`config.mk`:
```
export PLATFORM = sky130hd
export DESIGN_NAME = muldiv_seq
export DESIGN_NICKNAME = d
export VERILOG_FILES = /design/src/rtl/muldiv_seq_pkg.sv /design/src/rtl/muldiv_seq_signfix.sv /design/src/rtl/muldiv_seq.sv
export SDC_FILE = /design/constraint.sdc
export NUM_CORES = 2
export LEC_CHECK = 0
export CAP_MARGIN = 20
export CORE_ASPECT_RATIO = 2
export CORE_MARGIN = 2
export CORE_UTILIZATION = 57
export DETAILED_ROUTE_END_ITERATION = 8
export PLACE_DENSITY = 0.87
export SYNTH_ARGS = -nofsm -noshare
export SYNTH_HDL_FRONTEND = slang
export SYNTH_SLANG_ARGS = --single-unit
export TNS_END_PERCENT = 10
```
`constraint.sdc`:
```
create_clock -name clk -period 5.99 [get_ports clk]
set_clock_uncertainty 0.1 [all_clocks]
set_input_delay 1.198 -clock clk [delete_from_list [all_inputs] [get_ports clk]]
set_output_delay 1.198 -clock clk [all_outputs]
set_load 0.005 [all_outputs]
```
`src/rtl/muldiv_seq_pkg.sv`:
```
// muldiv_seq_pkg: op and state encodings shared by the mul/div sequencer and its sign-fix helper.
package muldiv_seq_pkg;
  typedef enum logic [2:0] {
    MD_MUL   = 3'd0,
    MD_MULH  = 3'd1,
    MD_MULHU = 3'd3,
    MD_DIV   = 3'd4,
    MD_DIVU  = 3'd5,
    MD_REM   = 3'd6,
    MD_REMU  = 3'd7
  } md_op_t;
  typedef enum logic [1:0] {IDLE, MUL, DIV, DONE} md_state_t;
  localparam int MD_WIDTH = 64;
  localparam int MD_CNT_W = $clog2(MD_WIDTH);
  function automatic logic md_is_div(input md_op_t o);
    return o[2];
  endfunction
  function automatic logic md_is_rem(input md_op_t o);
    return o inside {MD_REM, MD_REMU};
  endfunction
  function automatic logic md_is_signed(input md_op_t o);
    return o inside {MD_MULH, MD_DIV, MD_REM};
  endfunction
endpackage

```
`src/rtl/muldiv_seq_signfix.sv`:
```
// md_signfix: absolute operands for signed ops and sign correction of a raw result.
module md_signfix
  import muldiv_seq_pkg::*;
#(
  parameter int WIDTH = MD_WIDTH
) (
  input  logic [2:0]         op_i,
  input  logic [WIDTH-1:0]   a_i,
  input  logic [WIDTH-1:0]   b_i,
  input  logic [2*WIDTH-1:0] r_i,
  output logic [WIDTH-1:0]   a_o,
  output logic [WIDTH-1:0]   b_o,
  output logic [2*WIDTH-1:0] r_o
);
  md_op_t op;
  logic sa, sb, neg;
  assign op  = md_op_t'(op_i);
  assign sa  = md_is_signed(op) & a_i[WIDTH-1];
  assign sb  = md_is_signed(op) & b_i[WIDTH-1];
  // remainder follows the dividend, everything else the product/quotient sign
  assign neg = md_is_rem(op) ? sa : sa ^ sb;
  assign a_o = sa ? -a_i : a_i;
  assign b_o = sb ? -b_i : b_i;
  assign r_o = neg ? -r_i : r_i;
endmodule

```
`src/rtl/muldiv_seq.sv`:
```
// muldiv_seq: iterative shift-add multiplier / restoring divider with execute stall.
// Define MULDIV_FASTPATH_EN to retire divide-by-zero, signed overflow and zero-operand multiplies in one cycle.
module muldiv_seq
  import muldiv_seq_pkg::*;
#(
  parameter int WIDTH = MD_WIDTH
) (
  input  logic             clk,
  input  logic             resetn,
  input  logic             in_valid,
  input  logic [2:0]       op,
  input  logic [WIDTH-1:0] srca,
  input  logic [WIDTH-1:0] srcb,
  input  logic             flush,
  output logic             stall,
  output logic [WIDTH-1:0] result,
  output logic             result_valid
);
  localparam int CW = $clog2(WIDTH);
  localparam logic [WIDTH-1:0] MIN_V = {1'b1, {(WIDTH-1){1'b0}}};
`ifdef MULDIV_FASTPATH_EN
  localparam logic FAST = 1'b1;
`else
  localparam logic FAST = 1'b0;
`endif
  md_state_t state_q, state_d;
  md_op_t op_in, op_q;
  logic [CW-1:0] cnt_q, cnt_d;
  logic [WIDTH-1:0] a_q, b_q, y_q, result_q, result_d;
  logic [WIDTH-1:0] abs_a, abs_b, unused_a, unused_b, spec_val;
  logic [2*WIDTH-1:0] prod_q, prod_d, raw, fixed, unused_r;
  logic [WIDTH:0] mul_sum, div_sh, div_diff, spec;
  logic load, spec_hit;
  // returns {hit, value} for results that bypass the iterative core
  function automatic logic [WIDTH:0] special(input md_op_t o, input logic [WIDTH-1:0] a, input logic [WIDTH-1:0] b);
    logic quo;
    quo = o inside {MD_DIV, MD_DIVU};
    if (md_is_div(o) && b == '0)
      return {1'b1, quo ? {WIDTH{1'b1}} : a};
    if (md_is_signed(o) && md_is_div(o) && a == MIN_V && b == {WIDTH{1'b1}})
      return {1'b1, quo ? MIN_V : {WIDTH{1'b0}}};
    if (!md_is_div(o) && (a == '0 || b == '0))
      return {1'b1, {WIDTH{1'b0}}};
    return '0;
  endfunction
  assign op_in = md_op_t'(op);
  md_signfix #(.WIDTH(WIDTH)) u_in (
    .op_i(op), .a_i(srca), .b_i(srcb), .r_i('0),
    .a_o(abs_a), .b_o(abs_b), .r_o(unused_r)
  );
  md_signfix #(.WIDTH(WIDTH)) u_out (
    .op_i(op_q), .a_i(a_q), .b_i(b_q), .r_i(raw),
    .a_o(unused_a), .b_o(unused_b), .r_o(fixed)
  );
  assign spec     = (state_q == IDLE) ? special(op_in, srca, srcb) : special(op_q, a_q, b_q);
  assign spec_hit = spec[WIDTH];
  assign spec_val = spec[WIDTH-1:0];
  assign mul_sum  = {1'b0, prod_q[2*WIDTH-1:WIDTH]} + (prod_q[0] ? {1'b0, y_q} : '0);
  assign div_sh   = {prod_q[2*WIDTH-1:WIDTH], prod_q[WIDTH-1]};
  assign div_diff = div_sh - {1'b0, y_q};
  // prod holds {product} for multiplies and {remainder, quotient} for divides
  assign raw      = md_is_div(op_q) ? {{WIDTH{1'b0}}, md_is_rem(op_q) ? prod_d[2*WIDTH-1:WIDTH] : prod_d[WIDTH-1:0]} : prod_d;
  assign result_d = spec_hit ? spec_val : (op_q inside {MD_MULH, MD_MULHU}) ? fixed[2*WIDTH-1:WIDTH] : fixed[WIDTH-1:0];
  always_comb begin
    state_d = state_q;
    cnt_d   = cnt_q;
    prod_d  = prod_q;
    load    = 1'b0;
    case (state_q)
      IDLE: if (in_valid && !flush) begin
        load    = 1'b1;
        cnt_d   = '0;
        prod_d  = {{WIDTH{1'b0}}, abs_a};
        state_d = FAST && spec_hit ? DONE : md_is_div(op_in) ? DIV : MUL;
      end
      MUL: begin
        prod_d  = {mul_sum, prod_q[WIDTH-1:1]};
        cnt_d   = cnt_q + CW'(1);
        state_d = (cnt_q == CW'(WIDTH-1)) ? DONE : MUL;
      end
      DIV: begin
        prod_d  = {div_diff[WIDTH] ? div_sh[WIDTH-1:0] : div_diff[WIDTH-1:0], prod_q[WIDTH-2:0], !div_diff[WIDTH]};
        cnt_d   = cnt_q + CW'(1);
        state_d = (cnt_q == CW'(WIDTH-1)) ? DONE : DIV;
      end
      default: state_d = IDLE;
    endcase
    if (flush) state_d = IDLE;
  end
  always_ff @(posedge clk or negedge resetn) begin
    if (!resetn) begin
      state_q  <= IDLE;
      cnt_q    <= '0;
      op_q     <= MD_MUL;
      a_q      <= '0;
      b_q      <= '0;
      y_q      <= '0;
      prod_q   <= '0;
      result_q <= '0;
    end else begin
      state_q <= state_d;
      cnt_q   <= cnt_d;
      prod_q  <= prod_d;
      if (load) begin
        op_q <= op_in;
        a_q  <= srca;
        b_q  <= srcb;
        y_q  <= abs_b;
      end
      if (state_d == DONE && state_q != DONE) result_q <= result_d;
    end
  end
  assign stall        = resetn & in_valid & (state_q != DONE) & !flush;
  assign result       = result_q;
  assign result_valid = (state_q == DONE) & !flush;
endmodule
```
==> results of run 1 <==
## routing by layer
| metal | GRT overflow | global-route usage |
|---|---|---|
| met1 | 94 | 0.838 |
| met2 | 2638 | 1.11 |
| met3 | 85 | 0.728 |
| met4 | 998 | 0.967 |
| met5 | 13 | 0.523 |
## logic make-up after synthesis
group,after synthesis,synth area share
and+or+nand+nor,2329,0.277
AOI/OAI and AO/OA,1934,0.310
buffers and inverters,547,0.0541
DFF,394,0.243
xor gates and xnor gates,240,0.0518
adders and majority gates,139,0.0432
muxes,80,0.0204
## cell usage after synthesis, types with 46 or more instances
cell	n
a31oi_1	94
and2_1	97
xnor2_1	147
nor3_1	156
a21o_1	56
mux2i_1	64
buf_1	46
clkbuf_1	270
o21ai_0	545
nand2b_1	49
a221oi_1	65
nor4_1	82
o31ai_1	57
o211ai_1	62
nand3_1	147
nand2_1	923
ha_1	137
a21oi_1	472
nor2_1	445
o21a_1	70
a211oi_1	55
nand4_1	136
and3_1	62
inv_1	172
or3_1	54
xor2_1	93
dfrtp_1	394
## through the flow
step | instances | util | area (µm²)
3_3_place_gp | 7662 | 0.739 | 52200
2_1_floorplan | 5663 | - | 40600
4_1_cts | 7748 | 0.767 | 54100
3_5_place_dp | 7664 | 0.739 | 52200
## repair_timing
action                     4_1_cts
setup endpoints to repair       64
pin swaps                       24
resized for setup              103
hold endpoints to repair         0
setup buffers                   14
==> results.json, run 1 <==
{
  "synth_seq_cells": 394,
  "synth_flop_cell": "dfrtp_1",
  "cts_buffer_depth": 3,
  "synth.cell_area_um2": 40600,
  "post-synth-top-area-cell": "dfrtp_1",
  "synth_cell_type_count": 124,
  "gp_congestion": 1.54,
  "first_pass_grt_wire_length_mm": 500,
  "synthDominantCellAreaShare": 0.243,
  "synth_enable_flop_cells": 0,
  "cts_num_sinks": 394,
  "netlist_instances": 5663,
  "starting_density_of_the_core": 0.574,
  "run_status": "stopped before the end",
  "synth-seq-area-share": 0.243,
  "floorplan.die.width_um": 193,
  "first-error": "[ERROR GRT-0116] Global routing finished with congestion. Check the congestion regions in the DRC Viewer.",
  "overflow": 3828,
  "io_pins": 201,
  "syn-mean-instance-area_um2": 7.16,
  "first_global_vias": 69800,
  "grt_max_degree": 156,
  "ys_top_cells_by_area": "dfrtp_1, nand2_1, o21ai_0",
  "io_buffers": 200,
  "clock-root-buffer": "clkbuf_16",
  "mappedNetlistNets": 5937,
  "std_cell_rows": 138,
  "grt_usage": 0.902,
  "ctsHoldBuffers": 0,
  "die_y_um": 381,
  "detailedPlace.worstSlack_ps": -889,
  "synth_async_sr_flop_share": 1.00,
  "haltStage": "5_1_grt",
  "place.detailed.hpwl_mm": 194,
  "synthesis.yosys.warnings": 0,
  "number_of_clock_buffers_inserted_by_tritoncts": 39,
  "clock_tree.htree_level_count": 2
}
==> inputs of run 2 (changes only) <==
Settings changed: CORE_ASPECT_RATIO 2 to unset, CORE_UTILIZATION 57 to 40, PLACE_DENSITY 0.87 to unset, PLACE_DENSITY_LB_ADDON set to 0.15.
Clock period 5.99 ns to 7.8 ns, I/O delays scaled along.
==> run 2 against run 1 <==
  * The run now ends clean
  * Synthesized area did not move
  * Synthesized cell count did not move
==> results.json, run 2 <==
{
  "drt-total-wl_mm": 233,
  "netlist_instances": 5663,
  "layout_commonest_cell": "nand2_1",
  "std_cell_rows": 116,
  "cts_buffer_depth": 3,
  "average_wire_length_per_cell_after_detail_routing_um": 31.4,
  "yosys.area_share.xor_xnor": 0.0518,
  "clock-root-buffer": "clkbuf_16",
  "ys_top_cells_by_count": "nand2_1, o21ai_0, a21oi_1, nor2_1, dfrtp_1",
  "floorplan.die.width_um": 322,
  "gp_congestion": 1.08,
  "post-synth-top-count-cell": "nand2_1",
  "total_switching_power_uw": 12100,
  "timing.critical_path.to_type": "flip-flop",
  "timing.max_slew.rel_slack": 0.189,
  "setup_viol_count_final": 0,
  "critPathLaunchType": "flip-flop",
  "design_power_total_uw": 21900,
  "final.setup.tns_ps": 0,
  "cpLargestDelayFamily": "simple AND/OR/NAND/NOR gates",
  "first_global_vias": 45900,
  "p_leak_uw": 0.0201,
  "cp_cell_sequence": "inv_1, ha_1, inv_1, fa_1, a211oi_1, o211ai_1, a211oi_1, buf_4, or2_1, a21boi_4, nor4_4, buf_12, mux2i_1, a211o_1, or4b_2, nor4b_1, a41oi_1, nor3b_1, buf_4, nand2_1, nor4_1, a31oi_1, a31oi_1",
  "post_drt_via_cell_ratio": 6.65,
  "multi_input_gate_area_in_the_final_layout_um2": 28700,
  "place.detailed.hpwl_mm": 187,
  "nFillCells": 10300,
  "worst_ep_arrival_time_ps": 8050,
  "largest_register": "prod_q",
  "clockPowerShare": 0.116,
  "maxCapViolCount": 0,
  "layout_common_cells": "nand2_1, o21ai_0, a21oi_1",
  "detail_route.iter0.violations": 7301,
  "timing_max_transition_violations_final": 0,
  "layout.area.seq_um2": 9860,
  "ctsHoldBuffers": 0,
  "grt_max_degree": 107,
  "grt_usage": 0.437,
  "cellPowerDensity_nw_per_um2": 453,
  "combPwrFrac": 0.700,
  "synthDominantCellAreaShare": 0.243,
  "synth_seq_cells": 394,
  "finalCriticalPeriod_ps": 7560,
  "cp_max_fo": 26,
  "starting_density_of_the_core": 0.404,
  "final.period_utilization": 0.969,
  "number_of_nets_still_failing_antenna_checks_after_routing": 0,
  "synth_async_sr_flop_share": 1.00,
  "number_of_clock_buffers_inserted_by_tritoncts": 52,
  "reg_power_frac": 0.185,
  "drcViolationCount": 0,
  "synth_enable_flop_cells": 0,
  "clk_latency_ps": 680,
  "first_pass_iters": 6,
  "syn-mean-instance-area_um2": 7.16,
  "mappedNetlistNets": 5937,
  "grt_setup_unrepaired": "no",
  "die_y_um": 322,
  "dr_total_vias": 49400,
  "post-synth-top-area-cell": "dfrtp_1",
  "cpPeakStageDelay_ps": 780,
  "synth_compound_gate_area_share": 0.310,
  "max_ffs_per_register": 128,
  "first_pass_grt_wire_length_mm": 331,
  "synth_cell_type_count": 124,
  "synth_flop_cell": "dfrtp_1",
  "path_buf_inv": 5,
  "fraction_of_power_spent_switching_nets": 0.553,
  "main_combinational_cell_family_by_area_after_synthesis": "compound AO/OA/AOI/OAI gates",
  "run_status": "completed",
  "timing.final.hold_violations": 0,
  "overflow": 0,
  "adder_cell_share_of_the_synthesized_area": 0.0432,
  "drive_above_1_share": 0.118,
  "clk_pin_slew_ps": 70,
  "synth.cell_area_um2": 40600,
  "max_clock_freq_ghz": 0.132,
  "antenna_found_initial": 11,
  "setup.worst_path.class": "flip-flop to flip-flop",
  "worst_pin_slew_ps": 1210,
  "synth_simple_gate_area_share": 0.277,
  "synth-seq-area-share": 0.243,
  "cts_tree": "built",
  "io_buffers": 200,
  "clock_tree.htree_level_count": 2,
  "synth_mux_area_frac": 0.0204,
  "full_die_area_um2": 104000,
  "slowest_stage": "or4b_2",
  "power.internal_uw": 9810,
  "finish.net_count": 6292,
  "core_area_um2": 100000,
  "worst_hold_path_type": "flip-flop to flip-flop",
  "area.growth.synth_to_final_pct": 19.3,
  "synthesis.yosys.warnings": 0,
  "cp.required_ps": 8290,
  "ys_top_cells_by_area": "dfrtp_1, nand2_1, o21ai_0",
  "io_pins": 201,
  "cts_num_sinks": 394,
  "worst_ir_drop_vdd_mv": 0.316
}
[run 2: cell counts after synthesis]
No cell type changed its count.
[run 2: timing repair]
action,4_1_cts,5_1_grt
setup buffers,0,0
gates resized for setup,0,1
endpoints found under the setup margin,0,3
[run 2: metrics by stage]
step	hold slack, ps	instance area, µm²	cells	util	setup slack (ps)
finish	398	48400	7419	0.483	238
global route	419	48400	7417	0.483	41.3
CTS	398	48400	7415	0.482	557
detailed placement	383	46700	7319	0.465	342
global placement	379	46700	7317	0.465	299
floorplan	363	40600	5663	-	1520
[run 2: worst min-delay path: stages (launching register included)]
cell and delay, ps:
dfrtp_1 350, nand2_1 60, nand2_1 60
[run 2: final timing paths]
path,from,to,slack (ps),cells after the start
worst max register to register,prod_q[63]$_DFF_PN0_,result[53]$_DFFE_PN0P_,240,23
worst min register to register,a_q[4]$_DFFE_PN0P_,a_q[4]$_DFFE_PN0P_,400,2
worst min-delay path,a_q[4]$_DFFE_PN0P_,a_q[4]$_DFFE_PN0P_,400,2
min in group asynchronous,resetn,y_q[2]$_DFFE_PN0P_,720,1
worst max-delay path,prod_q[63]$_DFF_PN0_,result[53]$_DFFE_PN0P_,240,23
max in group asynchronous,resetn,prod_q[54]$_DFF_PN0_,4620,3
[run 2: metal layers]
layer  track usage  part of all wire  vias up
met5             0           0.00036        -
met4         0.234             0.065       14
met3         0.116              0.11      584
li1              -                 -    21700
met2         0.631              0.41     3073
met1         0.592              0.41    24000
[run 2: power groups by stage]
| stage | combinational [µW] | clock, µW | sequential (µW) |
|---|---|---|---|
| 5_1_grt | 16100 | 2620 | 4070 |
| 6_report | 15400 | 2540 | 4050 |
| 3_5_place_dp | 14700 | 0 | 4020 |
| 2_1_floorplan | 8330 | 0 | 3370 |
| 4_1_cts | 14800 | 2550 | 3990 |
| 3_3_place_gp | 14700 | 0 | 4030 |
[run 2: logic make-up (layout without fill, tap and decap cells)]
logic type      Yosys count  in the layout
simple gates           2329           2329
compound gates         1934           1934
buf+inv                 547            944
flops                   394            394
xor+xnor                240            240
fa+ha+maj               139            139
mux                      80             80
other cells               0              2
[run 2: area by class of cell]
type / instances / share of cell area
multi-input cells: 4722 / 0.593
repair buffers: 669 / 0.119
flip-flops and latches: 394 / 0.204
well taps: 1357 / 0.0351
clock inverters: 21 / 0.00416
clock buffers: 75 / 0.0314
inverters: 179 / 0.0139
diodes: 2 / 0.000103
Note: power is estimated with default switching activity, not from simulation.
